$ cat config.mk
export PLATFORM = sky130hd
export DESIGN_NAME = interp_output_normalizer
export DESIGN_NICKNAME = d
export VERILOG_FILES = /design/src/rtl/interp_pkg.sv /design/src/rtl/interp_output_normalizer_divider.sv /design/src/rtl/interp_output_normalizer.sv
export SDC_FILE = /design/constraint.sdc
export NUM_CORES = 1
export LEC_CHECK = 0
export ABC_AREA = 1
export CAP_MARGIN = 20
export CORE_AREA = 2 2 167 169
export CTS_CLUSTER_SIZE = 30
export DETAILED_ROUTE_END_ITERATION = 10
export DIE_AREA = 0 0 169 171
export GPL_ROUTABILITY_DRIVEN = 0
export PLACE_DENSITY = 0.95
export SLEW_MARGIN = 20
export SYNTH_ARGS = -nofsm -noshare
export SYNTH_HDL_FRONTEND = slang
export SYNTH_HIERARCHICAL = 1
export SYNTH_SLANG_ARGS = --single-unit
$ cat constraint.sdc
create_clock -name clk -period 2.74 [get_ports clk]
set_input_delay 0.274 -clock clk [delete_from_list [all_inputs] [get_ports clk]]
set_output_delay 0.274 -clock clk [all_outputs]
set_load 0.01 [all_outputs]
$ cat src/rtl/interp_pkg.sv
// Shared widths, saturation limits and sequencer encoding for the
// interpolator output normaliser.
package interp_pkg;

  localparam int DIN_W     = 34;
  localparam int DOUT_W    = 24;
  localparam int DIV_W     = 11;
  localparam int PRE_SHIFT = 2;
  localparam int NUM_W     = DIN_W + PRE_SHIFT;
  localparam int CNT_W     = 6;

  localparam logic [DOUT_W-1:0] SAT_POS = 24'h7FFFFF;
  localparam logic [DOUT_W-1:0] SAT_NEG = 24'h800000;

  typedef enum logic [1:0] {
    IDLE   = 2'd0,
    LOAD   = 2'd1,
    DIVIDE = 2'd2,
    FINAL  = 2'd3
  } state_t;

  // |x| scaled back up by the bits the interpolator dropped
  function automatic logic [NUM_W-1:0] mag_of(
    input logic [DIN_W-1:0] x
  );
    logic [DIN_W-1:0] a;
    a = x[DIN_W-1] ? -x : x;
    return {a, {PRE_SHIFT{1'b0}}};
  endfunction

  function automatic logic [DOUT_W-1:0] sat_apply(
    input logic             neg,
    input logic [NUM_W-1:0] q
  );
    logic [DOUT_W-1:0] r;
    if (!neg) begin
      r = (q > NUM_W'(SAT_POS)) ? SAT_POS : q[DOUT_W-1:0];
    end else begin
      r = (q > NUM_W'(SAT_NEG)) ? SAT_NEG : -q[DOUT_W-1:0];
    end
    return r;
  endfunction

endpackage

$ cat src/rtl/interp_output_normalizer_divider.sv
// One channel of restoring division: one quotient bit per step, MSB
// first; the shared sequencer owns the iteration count.
module serial_udivider
  import interp_pkg::*;
(
  input  logic             clk,
  input  logic             reset,
  input  logic             load,
  input  logic             step,
  input  logic [NUM_W-1:0] numer,
  input  logic [DIV_W-1:0] divisor,
  output logic [NUM_W-1:0] quot
);

  logic [NUM_W-1:0] num_q;
  logic [DIV_W-1:0] rem_q;
  logic [DIV_W:0]   rem_sh;
  logic [DIV_W:0]   diff;
  logic             ge;

  // remainder stays below the divisor, so the difference fits DIV_W
  always_comb begin
    rem_sh = {rem_q, num_q[NUM_W-1]};
    ge     = rem_sh >= {1'b0, divisor};
    diff   = rem_sh - {1'b0, divisor};
  end

  always_ff @(posedge clk) begin
    if (reset) begin
      num_q <= '0;
      rem_q <= '0;
      quot  <= '0;
    end else if (load) begin
      num_q <= numer;
      rem_q <= '0;
      quot  <= '0;
    end else if (step) begin
      num_q <= num_q << 1;
      quot  <= {quot[NUM_W-2:0], ge};
      rem_q <= ge ? diff[DIV_W-1:0] : rem_sh[DIV_W-1:0];
    end
  end

endmodule

$ cat src/rtl/interp_output_normalizer.sv
// Divides interpolator L/R sums by the sub-sample span and emits
// saturated signed 24-bit samples.
module interp_output_normalizer
  import interp_pkg::*;
(
  input  logic              clk,
  input  logic              reset,
  input  logic              run,
  input  logic              din_valid,
  input  logic [DIN_W-1:0]  l_data_in,
  input  logic [DIN_W-1:0]  r_data_in,
  input  logic [DIV_W-1:0]  max_count,
  output logic              dout_valid,
  output logic [DOUT_W-1:0] l_data_out,
  output logic [DOUT_W-1:0] r_data_out,
  output logic              div_zero,
  output logic              overrun,
  output logic [15:0]       test_data
);

  state_t state, next_state;

  logic [DIN_W-1:0] l_reg, r_reg;
  logic [DIV_W-1:0] m_reg;
  logic             l_neg, r_neg;
  logic [CNT_W-1:0] iter_cnt;
  logic [NUM_W-1:0] l_quot, r_quot;

  logic accept, load_en, step_en, final_en;

  always_ff @(posedge clk) begin
    if (reset) state <= IDLE;
    else       state <= next_state;
  end

  always_comb begin
    next_state = state;
    accept     = 1'b0;
    load_en    = 1'b0;
    step_en    = 1'b0;
    final_en   = 1'b0;
    if (!run) begin
      next_state = IDLE;
    end else begin
      unique case (state)
        IDLE: begin
          if (din_valid) begin
            accept     = 1'b1;
            next_state = LOAD;
          end
        end
        LOAD: begin
          load_en    = 1'b1;
          next_state = DIVIDE;
        end
        DIVIDE: begin
          step_en = 1'b1;
          if (iter_cnt == '0) next_state = FINAL;
        end
        FINAL: begin
          final_en   = 1'b1;
          next_state = IDLE;
        end
      endcase
    end
  end

  serial_udivider u_div_l (
    .clk     (clk),
    .reset   (reset),
    .load    (load_en),
    .step    (step_en),
    .numer   (mag_of(l_reg)),
    .divisor (m_reg),
    .quot    (l_quot)
  );

  serial_udivider u_div_r (
    .clk     (clk),
    .reset   (reset),
    .load    (load_en),
    .step    (step_en),
    .numer   (mag_of(r_reg)),
    .divisor (m_reg),
    .quot    (r_quot)
  );

  always_ff @(posedge clk) begin
    if (reset) begin
      l_reg      <= '0;
      r_reg      <= '0;
      m_reg      <= '0;
      l_neg      <= 1'b0;
      r_neg      <= 1'b0;
      iter_cnt   <= '0;
      l_data_out <= '0;
      r_data_out <= '0;
      dout_valid <= 1'b0;
      div_zero   <= 1'b0;
      overrun    <= 1'b0;
    end else begin
      dout_valid <= final_en;
      div_zero   <= final_en && (m_reg == '0);
      if (run && din_valid && state != IDLE) overrun <= 1'b1;
      if (accept) begin
        l_reg <= l_data_in;
        r_reg <= r_data_in;
        m_reg <= max_count;
      end
      if (load_en) begin
        l_neg    <= l_reg[DIN_W-1];
        r_neg    <= r_reg[DIN_W-1];
        iter_cnt <= CNT_W'(NUM_W - 1);
      end
      if (step_en && iter_cnt != '0) begin
        iter_cnt <= iter_cnt - CNT_W'(1);
      end
      // a zero span bypasses the quotient and saturates by sign
      if (final_en) begin
        if (m_reg == '0) begin
          l_data_out <= l_neg ? SAT_NEG : SAT_POS;
          r_data_out <= r_neg ? SAT_NEG : SAT_POS;
        end else begin
          l_data_out <= sat_apply(l_neg, l_quot);
          r_data_out <= sat_apply(r_neg, r_quot);
        end
      end
    end
  end

  assign test_data = {state, overrun, div_zero, iter_cnt,
                      l_data_out[DOUT_W-1:DOUT_W-6]};

endmodule

=== Yosys cells after proc, flatten, opt, wreduce, memory -nomap -nowiden ===
Cells that the tools add are included.

* Bits in registers: 302
* Input port bits: 83
* Output and inout port bits: 67
* Word-level logic and storage cells: 83

* $add $sub $neg: 7
* $lt $le $gt $ge: 6
* Equal/unequal tests: 5
* Multiplexer cells: 32
* Bitwise gates (word level): 1
* Reductions and logical operators: 14

{| class="wikitable"
|+ Operator list
! cell !! number
|-
| $mux W24 || 10
|-
| $mux W36 || 4
|-
| $gt A36 B23 Y1 const B || 2
|-
| $gt A36 B24 Y1 const B || 2
|-
| $mux W34 || 2
|-
| $neg A34 Y34 || 2
|-
| $neg A24 Y24 || 2
|-
| $ge A12 B11 Y1 || 2
|-
| $mux W11 || 2
|-
| $sub A11 B11 Y11 || 2
|-
| $mux W6 || 2
|-
| $logic_not A11 Y1 || 1
|-
| $mux W1 || 9
|-
| $pmux W2 S4 || 1
|-
| $logic_not A6 Y1 || 1
|-
| $reduce_bool A2 Y1 || 3
|-
| $reduce_bool A6 Y1 || 1
|-
| $sub A6 B1 Y6 const B || 1
|-
| $eq A2 B2 Y1 const B || 2
|-
| $logic_and A1 B1 Y1 || 4
|-
| $mux W2 || 2
|-
| $ne A2 B2 Y1 const B || 2
|-
| $reduce_or A2 Y1 || 2
|-
| $eq A2 B1 Y1 const B || 1
|-
| 3 further kinds || 3
|}

=== Depth between registers and ports, before layout ===
* Depth in word-level cells: 5
* Gate-level depth with buffers: 15
* Mapped depth without buffers: 15

=== Cells and area by module ===
Netlist, hierarchy kept.

{| class="wikitable"
|+ Modules (own cells, without submodules)
! module !! times used !! cells each !! area an instance (um^2)
|-
| interp_output_normalizer || 1 || 1368 || 8824.7
|-
| serial_udivider || 2 || 525 || 3981.3
|}

=== Worst setup path before layout ===
Ideal clock, no wire load.

* Path type: reg2reg
* Start point: register state[1]
* End point: register u_div_l.num_q[26]
* Arrival: 1.711 ns
* Slack: 0.911 ns
* Cell stages (with the launch flop): 11
* Buffers on the path: 2
* Clock period less this slack: 1.829 ns
* Cell sequence: dfxtp_1 inv_1 ha_1 nand2_1 inv_1 buf_2 nor2_1 clkinv_1 buf_2 o221ai_1 nor2_1

* Cells in the longest elaborated chain, start to end: 4
* Elaborated cells on any way between the ends: 8
* Those cells by class: eq/ne: 2; mux: 5; reduce/logical: 1

{| class="wikitable"
|+ Ends and longest elaborated chain
! element !! line !! text
|-
| start, declared || interp_output_normalizer.sv:21 || <nowiki>state_t state, next_state;</nowiki>
|-
| start signal, assigned || interp_output_normalizer.sv:33 || <nowiki>else state <= next_state;</nowiki>
|-
| $eq A2 B1 Y1 * || interp_output_normalizer.sv:45 || <nowiki>unique case (state)</nowiki>
|-
| $mux W1 * || interp_output_normalizer.sv:45 ||
|-
| $mux W1 * || interp_output_normalizer.sv:42 || <nowiki>if (!run) begin</nowiki>
|-
| net load_en || interp_output_normalizer.sv:29 || <nowiki>logic accept, load_en, step_en, final_en;</nowiki>
|-
| $mux W36 or $reduce_bool A2 Y1 (tied branches) || - ||
|-
| end signal, assigned || interp_output_normalizer_divider.sv:34 || <nowiki>num_q <= numer;</nowiki>
|-
| end signal, assigned || interp_output_normalizer_divider.sv:38 || <nowiki>num_q <= num_q << 1;</nowiki>
|-
| end, declared || interp_output_normalizer_divider.sv:15 || <nowiki>logic [NUM_W-1:0] num_q;</nowiki>
|}

Mark *: on every way through the listed nets, which the timed path passes. The rest lies on a longest branch.
A chain may end at the register's enable or synchronous reset.

=== Worst setup path after layout ===
* Start point: register l_reg[0]
* End point: register u_div_l.num_q[34]

* Cells in the longest elaborated chain, start to end: 3

{| class="wikitable"
|+ Ends and longest elaborated chain
! element !! line !! text
|-
| start, declared || interp_output_normalizer.sv:23 || <nowiki>logic [DIN_W-1:0] l_reg, r_reg;</nowiki>
|-
| start signal, assigned || interp_output_normalizer.sv:106 || <nowiki>l_reg <= l_data_in;</nowiki>
|-
| $neg A34 Y34 || interp_pkg.sv:27 || <nowiki>a = x[DIN_W-1] ? -x : x;</nowiki>
|-
| $mux W34 || interp_pkg.sv:27 ||
|-
| $mux W36 || interp_output_normalizer_divider.sv:33 || <nowiki>end else if (load) begin</nowiki>
|}

Every way passes these cells.

==> metrics.txt <==
I/O Buffers 149; Detail Placement HPWL 30.6 mm; Leak 8.37 nW; first-pass GRT wire length 74.1 mm; Post-Synth XOR/XNOR Area 4.02%; I/O Pins 150; crit path max fanout 4; VDD IR-drop max 0.405 mV; TritonCTS clock tree yes; Crit path top cell by count nor2_1; Initial DRC Count 1,854; outcome finished, final reports clean; Filler cells 1,956; post-synthesis cell count 2,418; final number of setup-violating endpoints 0; power density over cell area 621 nW/um2; adder-cell share of the synthesized area 2.62%; Synth Area in Compound Gates 18.6%; Seq/Total Area, Yosys 36.5%; synthesized area per cell 6.94 um2; worst skew pair latency 0.51 ns; CP bufs+invs 1; die footprint 28,900 um2; H-tree depth 2; fin. max-slew vios 0; Power, Total 0.0121 W; nature of the critical path endpoint flip-flop; Total GRT Usage 30.4%; minimum clock period 2.39 ns; largest net degree at the start of global routing 72; slew margin rel. 33.5%; dpl cell area 18,300 um2; final period utilization 87.1%; Setup crit start kind flip-flop; Post-synth EDFFs 0; CP Data Arrival Time 2.78 ns; clk slew on worst S/H paths 0.06 ns; hold slack final 0.375 ns; Core ar. 27,300 um2; simple-gate area share of the yosys netlist 27.7%; CTS Hold Bufs 0; multiplexer area fraction after synthesis 0%; slowest CP cell dfxtp_1; WP data required 3.14 ns; RSZ-0062 raised after global routing no; cells along the critical path inv_1 > ha_1 > nand3_1 > nor2_1 > nand2_1 > nor2_2 > a31oi_1 > nor2_1 > xor2_1 > o21ai_0 > a211oi_1; synthesized cell area 16,800 um2; First-pass DRT Iterations 7; CTS Sinks 306; die width 169 um; vias in the first global route 15,900; Setup TNS 0 ns; Die Height 171 um; Max-cap violations 0; Setup Skew 0.0173 ns; Total Nets Final 2,622; Slew @ Worst Pin 0.991 ns; Main synth FF type dfxtp_1; top-area cell type share of the netlist area 36.5%; Cell Rows 61; slowest stage delay, CP 0.33 ns; deepest clock path buffer count 3; FMAX 0.419 GHz; post-cts gate resize count 0; drc violations 0; HP Class input pin to flip-flop; synth unique cells 56; Vias/cell 5.97; DRT antenna net count 0; layout cells sized above 1 7.79%; initial antenna violation count 0; Starting Density 61.4%; YS warnings 6; largest cells by area after synthesis dfxtp_1 (36%), nand2_1 (9.5%), a21oi_1 (7.5%); Core Util, Final 71.5%; post-CTS setup buffer count 0; antenna cells 0; Post-synth ARST share 0%; total number of vias 17,200; Synth area leader dfxtp_1; area delta synth->final 16.3%; global route overflow 0; WL final 45.2 mm; critical path's top delay family simple AND/OR/NAND/NOR gates; largest family of logic cells by synthesized area simple AND/OR/NAND/NOR gates; synthesized flop and latch total 306; Final Hold Fails 0; Num CTS Buffers 34; DR WL/cell 15.7 um; critical setup path kind flip-flop to flip-flop; final instance area 19,500 um2; clock root buffer clkbuf_16
-- path summary, 6_finish.rpt --
check / start / end / cells after the start / slack, ns
worst max register to register: l_reg[0]$_SDFFE_PP0P_ / u_div_l/num_q[34]$_SDFFE_PP0P_ / 11 / 0.35
worst min register to register: r_data_out[20]$_SDFFE_PP0P_ / r_data_out[20]$_SDFFE_PP0P_ / 2 / 0.47
worst min-delay path: reset / u_div_l/num_q[1]$_SDFFE_PP0P_ / 4 / 0.38
worst max-delay path: l_reg[0]$_SDFFE_PP0P_ / u_div_l/num_q[34]$_SDFFE_PP0P_ / 11 / 0.35
-- final cells by class --
cell class	count	area [um2]	area share, %
Timing Repair Buffer	181	1750	8.97
Clock inverter	12	171	0.878
Multi-Input combinational cell	1684	8910	45.6
Tap cell	346	433	2.22
Clock buffer	48	1020	5.21
Inverter	298	1120	5.73
Sequential cell	306	6130	31.4
-- power breakdown --
group          internal, W  switching, W  total [W]
sequential         0.00467      0.000169    0.00484
combinational     0.000878       0.00164    0.00252
clock              0.00297       0.00181    0.00478
-- worst register-to-register path: stages, from the launching register on --
cell	delay [ns]
dfxtp_1	0.33
inv_1	0.11
ha_1	0.20
nand3_1	0.16
nor2_1	0.18
nand2_1	0.12
nor2_2	0.16
a31oi_1	0.18
nor2_1	0.20
xor2_1	0.18
o21ai_0	0.13
a211oi_1	0.32
-- layout by cell type (no fill, tap or decap), types with 8 or more instances in the layout --
cell,n
ha_1,32
nand3_1,122
dfxtp_1,306
buf_4,30
nor2_2,22
nand4_1,63
a21oi_2,11
a21oi_1,251
nor2_1,247
nand2_2,23
nor3_1,70
nand2_1,424
o21ai_1,9
o221ai_1,66
inv_2,15
clkbuf_16,37
inv_1,275
clkdlybuf4s50_1,148
a31oi_1,11
xor2_1,70
clkinv_1,8
o21ai_0,181
-- cells by family after synthesis --
group,after synthesis
simple gates,1020
compound gates,549
buf+inv,431
flops,306
xor+xnor,77
fa+ha+maj,34
other cells,1
-- cells in the mapped netlist, types with 2 or more instances --
library cell,n
buf_6,5
fa_1,2
xnor2_1,7
nand3_1,123
a22oi_2,2
nand4_4,2
ha_1,32
dfxtp_1,306
a21oi_2,11
clkinv_1,8
o2111ai_1,2
a211oi_1,7
nor2_4,7
nor2_2,22
o21a_1,2
o211ai_1,2
clkbuf_1,89
buf_12,2
nand3_2,6
nand2_1,424
a21oi_1,251
o31ai_1,3
or2_1,2
o21ai_1,9
o221ai_1,66
nand3b_1,4
buf_2,14
dlygate4sd1_1,2
nor4_1,3
buf_1,8
inv_1,280
nand4_1,63
nor2_1,247
and2_4,2
nand2_2,23
buf_4,12
inv_2,10
xor2_1,70
or2_2,4
o21ai_0,181
nand3_4,2
nand2_4,5
nor3_1,70
nor3_2,4
a31oi_1,11
-- per-layer routing --
metal / GRT usage (%) / share of wire (%)
met2: 52.6 / 48
met1: 37.6 / 40
met4: 14.0 / 3.9
met3: 4.33 / 7.7
met5: 0 / 0
-- through the flow --
step	instances	setup WS, ns
global route	2875	0.161
detailed placement	2815	0.270
global placement	2815	0.367
finish	2875	0.355
floorplan	2421	0.911
CTS	2875	0.400
(Power assumes the default switching activity.)
